--- config.mk ---
export PLATFORM = sky130hd
export DESIGN_NAME = sawtooth_period_meter_flat
export DESIGN_NICKNAME = d
export VERILOG_FILES = /design/src/rtl/sawtooth_period_meter_pkg.sv /design/src/rtl/sawtooth_period_meter_if.sv /design/src/rtl/sawtooth_period_meter_flyback_detect.sv /design/src/rtl/sawtooth_period_meter.sv /design/src/flat_wrapper.sv
export SDC_FILE = /design/constraint.sdc
export NUM_CORES = 1
export LEC_CHECK = 0
export CAP_MARGIN = 5
export CORE_MARGIN = 4
export CORE_UTILIZATION = 35
export CTS_CLUSTER_SIZE = 20
export DETAILED_ROUTE_END_ITERATION = 8
export PLACE_DENSITY_LB_ADDON = 0.12
export SYNTH_ARGS = -nofsm -noshare
export SYNTH_HDL_FRONTEND = slang
export SYNTH_SLANG_ARGS = --single-unit
--- constraint.sdc ---
create_clock -name clk -period 3.5 [get_ports clk]
set_input_delay 0.35 -clock clk [delete_from_list [all_inputs] [get_ports clk]]
set_output_delay 0.35 -clock clk [all_outputs]
set_load 0.03 [all_outputs]
--- src/rtl/sawtooth_period_meter_pkg.sv ---
// Shared types and constants for the sawtooth period meter.
package sawtooth_meter_pkg;

    localparam int unsigned DW         = 10;
    localparam int unsigned CW         = 16;
    localparam int unsigned DROP_TH    = 64;
    localparam int unsigned MIN_PERIOD = 4;

    localparam logic [CW-1:0] CNT_MAX = {CW{1'b1}};

    typedef enum logic [1:0] {
        IDLE    = 2'd0,
        SYNC    = 2'd1,
        MEASURE = 2'd2
    } state_e;

    typedef struct packed {
        logic [CW-1:0] period;
        logic [DW-1:0] vmax;
        logic [DW-1:0] vmin;
        logic          timeout;
    } result_t;

endpackage

--- src/rtl/sawtooth_period_meter_if.sv ---
// Sample input and result output bus of the sawtooth period meter.
interface sawtooth_period_meter_if;
    import sawtooth_meter_pkg::*;

    logic          s_valid;
    logic [DW-1:0] s_data;
    logic          m_valid;
    logic          m_ready;
    logic [CW-1:0] m_period;
    logic [DW-1:0] m_vmax;
    logic [DW-1:0] m_vmin;
    logic          m_timeout;
    logic          locked;
    logic          overrun;

    modport slave (
        input  s_valid, s_data, m_ready,
        output m_valid, m_period, m_vmax, m_vmin, m_timeout, locked, overrun
    );

    modport master (
        output s_valid, s_data, m_ready,
        input  m_valid, m_period, m_vmax, m_vmin, m_timeout, locked, overrun
    );

endinterface

--- src/rtl/sawtooth_period_meter_flyback_detect.sv ---
// Holds the last accepted sample and flags a large single-step fall (flyback).
module flyback_detect
    import sawtooth_meter_pkg::*;
(
    input  logic          clk,
    input  logic          rst_n,
    input  logic          clr,
    input  logic          s_valid,
    input  logic [DW-1:0] s_data,
    output logic          fly_c
);

    logic [DW-1:0] prev_q, prev_d;
    logic [DW:0]   diff_c;

    always_comb begin
        prev_d = prev_q;
        if (clr) begin
            prev_d = '0;
        end else if (s_valid) begin
            prev_d = s_data;
        end
    end

    always_ff @(posedge clk or negedge rst_n) begin
        if (!rst_n) begin
            prev_q <= '0;
        end else begin
            prev_q <= prev_d;
        end
    end

    // Extra bit keeps the subtraction from wrapping.
    assign diff_c = {1'b0, prev_q} - {1'b0, s_data};
    assign fly_c  = s_valid && !clr && (prev_q > s_data) &&
                    (diff_c >= (DW+1)'(DROP_TH));

endmodule

--- src/rtl/sawtooth_period_meter.sv ---
// Per-cycle period / peak / trough measurement of an ADC-sampled sawtooth.
module sawtooth_period_meter
    import sawtooth_meter_pkg::*;
(
    input  logic                   clk,
    input  logic                   rst_n,
    input  logic                   en,
    sawtooth_period_meter_if.slave bus
);

    state_e        state_q, state_d;
    logic [CW-1:0] cnt_q, cnt_d;
    logic [DW-1:0] vmax_q, vmax_d;
    logic [DW-1:0] vmin_q, vmin_d;
    logic          locked_q, locked_d;
    logic          overrun_q, overrun_d;
    logic          m_valid_q, m_valid_d;
    result_t       res_q, res_d;

    logic          clr_c;
    logic          fly_c;
    logic          emit_c;
    result_t       emit_res_c;

    assign clr_c = !en || (state_q == IDLE);

    flyback_detect u_flyback_detect (
        .clk     (clk),
        .rst_n   (rst_n),
        .clr     (clr_c),
        .s_valid (bus.s_valid),
        .s_data  (bus.s_data),
        .fly_c   (fly_c)
    );

    always_ff @(posedge clk or negedge rst_n) begin
        if (!rst_n) begin
            state_q <= IDLE;
        end else begin
            state_q <= state_d;
        end
    end

    always_comb begin
        state_d = state_q;
        if (!en) begin
            state_d = IDLE;
        end else begin
            case (state_q)
                IDLE:    state_d = SYNC;
                SYNC:    if (fly_c) state_d = MEASURE;
                MEASURE: if (bus.s_valid && !fly_c && (cnt_q == CNT_MAX - CW'(1)))
                             state_d = SYNC;
                default: state_d = IDLE;
            endcase
        end
    end

    always_comb begin
        cnt_d      = cnt_q;
        vmax_d     = vmax_q;
        vmin_d     = vmin_q;
        locked_d   = locked_q;
        overrun_d  = overrun_q;
        res_d      = res_q;
        m_valid_d  = m_valid_q && !bus.m_ready;
        emit_c     = 1'b0;
        emit_res_c = '0;

        if (clr_c) begin
            cnt_d     = '0;
            locked_d  = 1'b0;
            overrun_d = 1'b0;
        end else if (state_q == SYNC) begin
            if (fly_c) begin
                cnt_d  = CW'(1);
                vmax_d = bus.s_data;
                vmin_d = bus.s_data;
            end
        end else if (bus.s_valid) begin
            if (fly_c) begin
                // The flyback sample itself opens the next cycle.
                if (cnt_q >= CW'(MIN_PERIOD)) begin
                    emit_c     = 1'b1;
                    emit_res_c = '{period: cnt_q, vmax: vmax_q, vmin: vmin_q, timeout: 1'b0};
                    locked_d   = 1'b1;
                end
                cnt_d  = CW'(1);
                vmax_d = bus.s_data;
                vmin_d = bus.s_data;
            end else begin
                if (cnt_q != CNT_MAX) cnt_d = cnt_q + CW'(1);
                vmax_d = (bus.s_data > vmax_q) ? bus.s_data : vmax_q;
                vmin_d = (bus.s_data < vmin_q) ? bus.s_data : vmin_q;
                if (cnt_d == CNT_MAX) begin
                    emit_c     = 1'b1;
                    emit_res_c = '{period: CNT_MAX, vmax: vmax_d, vmin: vmin_d, timeout: 1'b1};
                    locked_d   = 1'b0;
                end
            end
        end

        // One-deep output: a full, unaccepted register drops the new result.
        if (emit_c) begin
            if (m_valid_q && !bus.m_ready) begin
                overrun_d = 1'b1;
            end else begin
                res_d     = emit_res_c;
                m_valid_d = 1'b1;
            end
        end
    end

    always_ff @(posedge clk or negedge rst_n) begin
        if (!rst_n) begin
            cnt_q     <= '0;
            vmax_q    <= '0;
            vmin_q    <= '0;
            locked_q  <= 1'b0;
            overrun_q <= 1'b0;
            m_valid_q <= 1'b0;
            res_q     <= '0;
        end else begin
            cnt_q     <= cnt_d;
            vmax_q    <= vmax_d;
            vmin_q    <= vmin_d;
            locked_q  <= locked_d;
            overrun_q <= overrun_d;
            m_valid_q <= m_valid_d;
            res_q     <= res_d;
        end
    end

    assign bus.m_valid   = m_valid_q;
    assign bus.m_period  = res_q.period;
    assign bus.m_vmax    = res_q.vmax;
    assign bus.m_vmin    = res_q.vmin;
    assign bus.m_timeout = res_q.timeout;
    assign bus.locked    = locked_q;
    assign bus.overrun   = overrun_q;

endmodule
--- src/flat_wrapper.sv ---
// flat-port wrapper written by rule: the top's interface ports become plain ports
module sawtooth_period_meter_flat import sawtooth_meter_pkg::*;
  (clk, rst_n, en, bus_s_valid, bus_s_data, bus_m_ready, bus_m_valid, bus_m_period, bus_m_vmax, bus_m_vmin, bus_m_timeout, bus_locked, bus_overrun);
  sawtooth_period_meter_if bus_i ();
  input  logic clk;
  input  logic rst_n;
  input  logic en;
  input wire logic [$bits(bus_i.s_valid)-1:0] bus_s_valid;
  input wire logic [$bits(bus_i.s_data)-1:0] bus_s_data;
  input wire logic [$bits(bus_i.m_ready)-1:0] bus_m_ready;
  output wire logic [$bits(bus_i.m_valid)-1:0] bus_m_valid;
  output wire logic [$bits(bus_i.m_period)-1:0] bus_m_period;
  output wire logic [$bits(bus_i.m_vmax)-1:0] bus_m_vmax;
  output wire logic [$bits(bus_i.m_vmin)-1:0] bus_m_vmin;
  output wire logic [$bits(bus_i.m_timeout)-1:0] bus_m_timeout;
  output wire logic [$bits(bus_i.locked)-1:0] bus_locked;
  output wire logic [$bits(bus_i.overrun)-1:0] bus_overrun;
  assign bus_i.s_valid = bus_s_valid;
  assign bus_i.s_data = bus_s_data;
  assign bus_i.m_ready = bus_m_ready;
  assign bus_m_valid = bus_i.m_valid;
  assign bus_m_period = bus_i.m_period;
  assign bus_m_vmax = bus_i.m_vmax;
  assign bus_m_vmin = bus_i.m_vmin;
  assign bus_m_timeout = bus_i.m_timeout;
  assign bus_locked = bus_i.locked;
  assign bus_overrun = bus_i.overrun;
  sawtooth_period_meter u_core (.clk(clk), .rst_n(rst_n), .en(en), .bus(bus_i));
endmodule
### Yosys cells after proc, flatten, opt, wreduce, memory -nomap -nowiden

Index checks and enable logic that the tools add are counted.

* logic and storage cells: 100
* output and inout port bits: 40
* bits in registers: 88

* bitwise logic cells: 2
* mux-type cells: 47
* add/sub/neg operators: 2
* reductions and logical operators: 21
* eq/ne operators: 11
* $lt $le $gt $ge: 5

Operator list (number)
* 2-to-1 mux 37 bit: 6
* 2-to-1 mux 16 bit: 10
* 2-to-1 mux 10 bit: 11
* == test 16 bit (second input constant): 2
* > comparator 10 bit: 2
* adder 16 x 1 -> 16 bit (second input constant): 1
* greater-or-equal comparator 16 x 3 -> 1 bit (second input constant): 1
* 2-to-1 mux 1 bit: 16
* inequality test 16 bit (second input constant): 1
* greater-or-equal comparator 11 x 7 -> 1 bit (second input constant): 1
* subtractor 10 x 10 -> 11 bit: 1
* less-than comparator 10 bit: 1
* inequality test 3 x 2 -> 1 bit (second input constant): 3
* logical AND 1 bit: 6
* 2-to-1 mux 2 bit: 3
* case mux 2 bit (3 select lines): 1
* AND reduction 2 bit: 3
* nonzero test 3 bit: 2
* logical NOT 1 bit: 4
* AND reduction 4 bit: 1
* nonzero test 2 bit: 2
* inequality test 3 bit (second input constant): 1
* AND reduction 3 bit: 1
* == test 2 x 1 -> 1 bit (second input constant): 1
* other kinds (6): 7

### Longest topological paths before layout

* depth in word-level cells: 17
* gate-level depth with buffers: 14

### Cells and area by module

From an unflattened synthesis, not the netlist that was laid out.

* cell total of the unflattened synthesis: 573
* area total of the unflattened synthesis: 5345.1 um2

Modules (own cells, without submodules)
* sawtooth_period_meter: cells each 480, area an instance 4513.1 um2, seq. area each 1951.9 um2, instances 1
* flyback_detect: cells each 93, area an instance 832.0 um2, seq. area each 250.2 um2, instances 1

### Worst setup path after synthesis

Ideal clock, no wire load.

* path type: in2reg
* start point: input port bus_s_data[0]
* end point: register u_core.res_q, in the netlist u_core.bus.m_period[11]
* required time: 3.375 ns
* stages: 12
* slack: 0.712 ns
* buffers on the path: 2
* library setup time: 0.125 ns
* arrival: 2.663 ns
* path through: ha_1 -> fa_1 -> and3b_1 -> nor2_1 -> nor2_1 -> mux2_2 -> o2111ai_1 -> buf_4 -> nand3_1 -> nand2_4 -> buf_12 -> mux2_4

* cells in the longest elaborated chain, start to end: 8

Ends and longest elaborated chain
* from (decl): RTL line flat_wrapper.sv:9 `input wire logic [$bits(bus_i.s_data)-1:0] bus_s_data;`
* subtractor 10 x 10 -> 11 bit / > comparator 10 bit (equally long branches): RTL line sawtooth_period_meter_flyback_detect.sv:34, sawtooth_period_meter_flyback_detect.sv:35
* greater-or-equal comparator 11 x 7 -> 1 bit / logical AND 1 bit (equally long branches): RTL line sawtooth_period_meter_flyback_detect.sv:36, sawtooth_period_meter_flyback_detect.sv:35
* logical AND 1 bit *: RTL line sawtooth_period_meter_flyback_detect.sv:35 `assign fly_c = s_valid && !clr && (prev_q > s_data) &&`
* 2-to-1 mux 1 bit: RTL line sawtooth_period_meter.sv:81 `if (fly_c) begin`
* 2-to-1 mux 1 bit: RTL line sawtooth_period_meter.sv:80 `end else if (bus.s_valid) begin`
* 2-to-1 mux 1 bit: RTL line sawtooth_period_meter.sv:74 `end else if (state_q == SYNC) begin`
* 2-to-1 mux 1 bit: RTL line sawtooth_period_meter.sv:70 `if (clr_c) begin`
* AND reduction 2 bit (no line)
* to (signal assigned): RTL line sawtooth_period_meter.sv:130 `res_q <= res_d;`
* to (decl): RTL line sawtooth_period_meter.sv:18 `result_t res_q, res_d;`

Every way passes the cells marked *; elsewhere a longest branch is shown, timed or not.
A chain may end at the register's enable or synchronous reset.

### Worst setup path after layout

* start point: input port bus_s_data[4]
* end point: register u_core.overrun_q (netlist: u_core.bus.overrun)

* cells in the longest elaborated chain, start to end: 8

Ends and longest elaborated chain
* subtractor 10 x 10 -> 11 bit / > comparator 10 bit (equally long branches): RTL line sawtooth_period_meter_flyback_detect.sv:34, sawtooth_period_meter_flyback_detect.sv:35
* greater-or-equal comparator 11 x 7 -> 1 bit / logical AND 1 bit (equally long branches): RTL line sawtooth_period_meter_flyback_detect.sv:36, sawtooth_period_meter_flyback_detect.sv:35
* logical AND 1 bit *: RTL line sawtooth_period_meter_flyback_detect.sv:35
* 2-to-1 mux 1 bit *: RTL line sawtooth_period_meter.sv:81
* 2-to-1 mux 1 bit *: RTL line sawtooth_period_meter.sv:80
* 2-to-1 mux 1 bit *: RTL line sawtooth_period_meter.sv:74
* 2-to-1 mux 1 bit *: RTL line sawtooth_period_meter.sv:70
* 2-to-1 mux 1 bit *: RTL line sawtooth_period_meter.sv:104 `if (emit_c) begin`
* named net u_core.overrun_d: RTL line sawtooth_period_meter.sv:16 `logic overrun_q, overrun_d;`
* to (signal assigned): RTL line sawtooth_period_meter.sv:128 `overrun_q <= overrun_d;`
* to (decl): RTL line sawtooth_period_meter.sv:16

The timed path passes the listed nets; every way through them passes the cells marked *.

==> results.toml <==
[pwr]
total_power_uw = 2379
vdd_drop_max_v = 0.0002178
powerDensity_nw_per_um2 = 340.3
p_sw_share_pct = 26.66
clock_power_share_pct = 42.5
pwr-share-comb_pct = 12.3
netSwitchingPower_uw = 634.1
power_frac_seq_pct = 45.1
p_leak_uw = 0.003226
power.internal_uw = 1745

[yosys]
postSynthAreaPerCell_um2 = 9.470
synthTopCellsByArea = "dfrtp_1 (38%), ha_1 (7.0%), mux2i_1 (6.5%)"
syn_nets = 653
synth_ff_type = "dfrtp_1"
yosysTopAreaCellShare_pct = 38.44
synth-seq-area-share_pct = 38.44
yosysTopAreaCell = "dfrtp_1"
netlist_instances = 605
synth_seq_cells = 88
syn-cell-area_um2 = 5729
synth.distinct_cells = 75
synth_edf_count = 0
ys_warn_count = 0
async_reset_ff_share_pct = 100.0

[detailed_routing]
route.final.wire_length_mm = 17.55
via_per_inst = 5.580
drt_iter0_markers = 447
wire_per_inst_um = 19.50
drt-pass1-iter-count = 5
dr_total_vias = 5022
drc = 0
final_antenna_net_count = 0

[layout]
postLayoutCoreUtil_pct = 43.85
diodes = 0
drive_gt1_share_pct = 14.33
synthToLayoutAreaGrowth_pct = 22.01
final_nets = 727
fin_area_um2 = 6990
fill_cells = 1578

[timing]
tightest_slew_ns = 0.6007
slew_violations = 0
hold_violations = 0
rsz0062_at_grt = "no"
slew-limit-headroom_pct = 59.95
finalCriticalPeriod_ns = 3.146
fmax_mhz = 317.8
setup_ws_ns = 0.3536
finClkSkew_ns = 0.01155
setup_viol = 0
period_share_pct = 89.90

[grt]
grt_pass1_vias = 4990
grt_usage_pct = 19.57
grt_max_degree = 45
overflow = 0
antenna_found_initial = 0
grt_pass1_wl_mm = 28.35

[critical_path]
r2r_slack_ns = 0.45
cp-end-kind = "flip-flop"
endpoint = "u_core.bus.overrun$_DFF_PN0_"
timing.rr.end = "u_core.bus.overrun$_DFF_PN0_"
r2r_cells = 13
crit-reg2reg-launch = "u_core.u_flyback_detect.prev_q[0]$_DFFE_PN0N_"
cp-startpoint = "bus_s_data[4]"
crit_type = "in -> reg"
cp.arrival_ns = 3.41
crit_fanout = 12
startpoint_type = "input port"
required_ns = 3.76

[placement]
dp_hpwl_mm = 13.36
port_buffers = 54
gp_congestion = 0.9086
placed_area_um2 = 6685
pre_cts_slack_ns = 0.02859

[cts]
worst_skew_pair.late_latency_ns = 0.35
post_cts_buffers = 0
h-tree-depth = 3
clkTransAtPathRegs_ns = 0.07
cts_made_buffers = 9
cts_tree = "built"
clockBufferDepth = 2
cts_root_buf = "clkbuf_16"
cts.sinks = 88
cts-hold-fix-buffers = 0
post_cts_resize_count = 0

[job]
cap_violations = 0

[min_path]
hold_path.class = "in -> async"

[floorplan]
die_h_um = 135.9
rows = 46
io_pins = 55
initial_core_util_pct = 35.94
die_w_um = 135.9
die-area_um2 = 18480
fp.coreArea_um2 = 15940

[outcome]
outcome = "finished, final reports clean"
## cells in the final DEF (no fill, tap or decap), types with 7 or more instances in the layout
cell	synthesis	routed
nand3_1	42	42
dfrtp_1	88	88
and3_1	9	9
a31oi_1	23	23
inv_1	46	46
nand4_1	20	20
nand2_1	31	31
o21ai_2	7	7
o21ai_0	30	30
a21oi_1	20	20
buf_4	6	45
clkdlybuf4s50_1	0	53
nor2_1	31	31
ha_1	32	32
clkbuf_16	0	9
o211ai_1	18	18
nand2b_1	7	7
mux2i_1	37	37
nor3_1	18	18
## synth_stat cells (4+ instances only)
library cell and count:
a31oi_1 23, and2_1 6, nand2b_1 7, inv_1 46
a211oi_1 5, nand4_1 20, buf_6 6, and3_1 9
mux2_2 4, a21o_1 6, o21ai_2 7, a41o_1 4
nor4_1 6, nand2_1 31, mux2i_1 37, o211ai_1 18
nand3_1 42, o21a_1 4, dfrtp_1 88, o21ai_0 30
and4_1 4, clkbuf_1 11, a21oi_1 20, nor2_1 31
buf_4 6, o2111ai_1 4, nor3_1 18, buf_2 12
ha_1 32
## power by group through the flow
stage | registers, µW | logic, µW | clock network, µW
3_3_place_gp | 1090 | 290 | 0
5_1_grt | 1080 | 330 | 1080
6_report | 1070 | 294 | 1010
4_1_cts | 1070 | 295 | 1030
3_5_place_dp | 1090 | 294 | 0
2_1_floorplan | 1080 | 167 | 0
## layout make-up
| class | count | area, µm² | share of cell area, % |
|---|---|---|---|
| multi-input cells | 433 | 3112 | 44.51 |
| repair buffers | 101 | 928.4 | 13.28 |
| inverters | 46 | 172.7 | 2.470 |
| clock buffers | 10 | 239.0 | 3.419 |
| flip-flops and latches | 88 | 2202 | 31.50 |
| well taps | 216 | 270.3 | 3.866 |
| clock inverters | 6 | 66.31 | 0.9486 |
## layer usage
metal	global-route usage, %	wire [µm]	vias to the layer above
li1	-	-	2397
met1	30.19	8810	2441
met2	28.01	7485	164
met3	3.664	1030	20
met4	4.871	225	0
met5	0	0	-
## critical path, stage by stage
cell	delay (ns)
clkdlybuf4s50_1	0.48
inv_1	0.06
ha_1	0.35
a211oi_1	0.24
nand2_1	0.09
o2111ai_1	0.25
a21boi_1	0.15
o2111ai_1	0.23
buf_4	0.22
and3_1	0.47
o21ai_0	0.22
buf_4	0.18
o22ai_1	0.11
## how the worst min path moves through the flow
stage,from,endpoint,slack (ns)
floorplan,rst_n,u_core.bus.locked$_DFFE_PN0P_,0.05
global placement,rst_n,u_core.bus.m_vmax[4]$_DFFE_PN0P_,0.39
detailed placement,rst_n,u_core.vmin_q[4]$_DFFE_PN0P_,0.40
CTS,rst_n,u_core.bus.m_vmax[4]$_DFFE_PN0P_,0.02
global route,rst_n,u_core.vmin_q[5]$_DFFE_PN0P_,0.05
finish,rst_n,u_core.vmin_q[5]$_DFFE_PN0P_,0.008
## stage by stage
step	TNS, ns	instances	hold WS [ns]
3_5_place_dp	0	884	0.3969
6_report	0	900	0.007658
5_1_grt	0	900	0.04832
2_1_floorplan	0	605	0.05441
3_3_place_gp	-0.01306	884	0.3906
4_1_cts	0	900	0.02039
## state kept, by name, summed over array words and instances, names as in the netlist, 2 cells and up
name and count:
u_core.bus.m_vmax 10, u_core.cnt_q 16, u_core.bus.m_period 16, u_core.vmax_q 10, u_core.vmin_q 10, u_core.state_q 2, u_core.bus.m_vmin 10, u_core.u_flyback_detect.prev_q 10
## logic make-up (layout without fill, tap and decap cells)
| kind of cell | count (synthesis) | count (layout) | share of synthesized area, % |
|---|---|---|---|
| buffers and inverters | 84 | 163 | 7.250 |
| muxes | 45 | 45 | 8.102 |
| DFF | 88 | 88 | 38.44 |
| xor gates and xnor gates | 2 | 2 | 0.3058 |
| AOI/OAI and AO/OA | 156 | 156 | 19.68 |
| and+or+nand+nor | 197 | 197 | 18.89 |
| adders and majority gates | 33 | 33 | 7.338 |
(Power assumes the default switching activity.)
==> patch (config.mk and constraints unchanged) <==
`CW`: 16 -> 32.
--- a/src/rtl/sawtooth_period_meter_pkg.sv
+++ b/src/rtl/sawtooth_period_meter_pkg.sv
@@ -4,3 +4,3 @@
     localparam int unsigned DW         = 10;
-    localparam int unsigned CW         = 16;
+    localparam int unsigned CW         = 32;
     localparam int unsigned DROP_TH    = 64;
Interface: changed (resized bus_m_period); port bits go from 55 to 71. The function was not compared with the original's and may differ.
==> patch against the original RTL <==
  * Routed wire length up 70%
  * Worst setup slack worse by 0.28 ns
  * Cell area grew 63%
  * Largest power group is now clock
  * Power increased by 59%
  * Die area rose by 40%
  * Sequential share of layout area decreased by 5.1 points
  * Sequential cell count is 32 higher
  * Clock skew about the same
  * Global-route usage rose by 3.1 points
  * Clock power increased by 70%
  * Largest cell class unchanged
  * Critical path depth grew 2
  * Synthesized area is 43% higher
==> patch: results (changes against the original RTL) <==
[routing]
wl_per_cell_um = 21.1  ; +7.9%
drtIter0Drc = 517  ; +16%
avgViaCountPerCell = 5.51  ; -1.2%

[power]
leakage_uw = 0.00500  ; +55%
ir_drop_uv = 292  ; +34%

[outcome]
status = finished, final reports clean

[critical_path]
worst_path_largest_cell_delay_ns = 0.56  ; +0.08 ns
r2r_end = u_core.bus.m_vmax[2]
r2r_cells = 15  ; +2
end_kind = flop
crit_path_max_fanout = 11  ; -1
crit_slowest_cell = or4_4
critPathArrivalTime_ns = 3.77  ; +0.36 ns
rrSetupSlack_ns = 0.07  ; -0.38 ns
critPathLaunch = u_core.cnt_q[7]

[synthesis]
ys_seq_area_share_pct = 36.7  ; -1.7 points
synth.net_count = 921  ; +41%
synth.top_cells.by_area = dfrtp_1 37%, mux2i_1 5.0%, ha_1 4.9%, inv_1 4.5%, a32oi_2 4.0%
synthTopCellsByCount = 120 x dfrtp_1, 98 x inv_1, 58 x nand2_1
netlist.area_leader.share_pct = 36.7  ; -1.7 points
netlist_instances = 873  ; +44%
ys_types = 76  ; +1.3%

[layout]
fin_cells = 1416  ; +57%
fillers = 2154  ; +37%
layout.nets = 1137  ; +56%
postLayoutCoreUtil_pct = 49.9  ; +6.1 points
layout-drive-gt1-share_pct = 28.4  ; +14 points

[global_route]
grt_pass1_wl_um = 46100  ; +63%
grt_usage_pct = 22.7  ; +3.1 points
grt_max_degree = 85  ; +89%
grt_pass1_vias = 7877  ; +58%

[sta]
slew_headroom_pct = 54.9  ; -5.1 points
skew_ns = 0.0116  ; +0.0000805 ns

[place]
dp_hpwl_um = 22000  ; +65%
port_buffers = 70  ; +30%
gp_congestion = 0.976  ; +7.5%
place_area_um2 = 10500  ; +56%

[clock_tree]
htree_levels = 4  ; +1
clock_latency_ns = 0.42  ; +0.07 ns
cts_buffers = 17  ; +8

-- patch: changes by cell type in the layout (fill, tap and decap cells not counted), sizes merged, moves of 16 or more --
cell           delta
buf             +139
o211ai           -17
a41oi            +19
clkdlybuf4s50    +16
o21ai            -21
nor2             +20
dfrtp            +32
o22ai            +22
a22oi            +36
nor4             +29
inv              +50
a32oi            +22
nand2            +25
-- patch: how the worst min path moves through the flow --
stage / slack [ns] / from / endpoint
final: 0.44 / rst_n / u_core.bus.m_period[9]
after detailed placement: 0.36 / rst_n / u_core.bus.m_period[9]
after global placement: 0.36 / rst_n / u_core.bus.m_period[9]
after floorplan: 0.05 / rst_n / u_core.bus.locked
after global routing: 0.50 / rst_n / u_core.bus.m_period[7]
after CTS: 0.46 / rst_n / u_core.bus.m_period[9]
-- patch: cell type report --
cell class              instances  area share, %
diodes                          1         0.0220
clock buffers                  21           4.14
clock inverters                11          0.869
inverters                      98           3.23
multi-input cells             594           41.3
flip-flops and latches        120           26.4
well taps                     313           3.44
repair buffers                258           20.6
-- patch: power breakdown --
group          switching [µW]  internal, µW
Clock                     693          1030
Sequential               41.6          1450
Combinational             325           236
-- patch: per-layer routing --
| layer | GRT usage (%) | vias up | wire length (µm) |
|---|---|---|---|
| met3 | 3.49 | 32 | 1190 |
| met5 | 0 | - | 0 |
| li1 | - | 3687 | - |
| met1 | 29.7 | 3872 | 13100 |
| met2 | 39.0 | 216 | 15000 |
| met4 | 6.13 | 0 | 612 |
-- patch: metrics by stage --
step           setup slack (ns)  TNS [ns]
6_report                 0.0692         0
5_1_grt                 -0.0264    -0.273
3_5_place_dp            -0.0877     -1.46
2_1_floorplan             0.220         0
3_3_place_gp            -0.0148   -0.0732
4_1_cts                  0.0580         0
-- patch: worst max-delay path, delay by kind of cell (launching register included) --
kind	cells	cell delay (ns)
flops	1	0.44
buf+inv	6	0.95
compound gates	4	0.82
simple gates	5	1.13
-- patch: cells by family after synthesis --
logic type | Yosys count | share of synthesized area, %
AND/OR/NAND/NOR | 279 | 18.9
AO/OA/AOI/OAI | 211 | 21.5
buffers and inverters | 159 | 8.06
flip-flops | 120 | 36.7
multiplexers | 64 | 8.92
adder cells (fa/ha/maj) | 33 | 5.14
XOR/XNOR | 7 | 0.750
-- patch: timing repair --
item	4_1_cts	5_1_grt
gates resized for setup	0	34
endpoints found under the setup margin	0	52
hold buffers	1	0
setup buffers	0	17
endpoints found under the hold margin	36	0
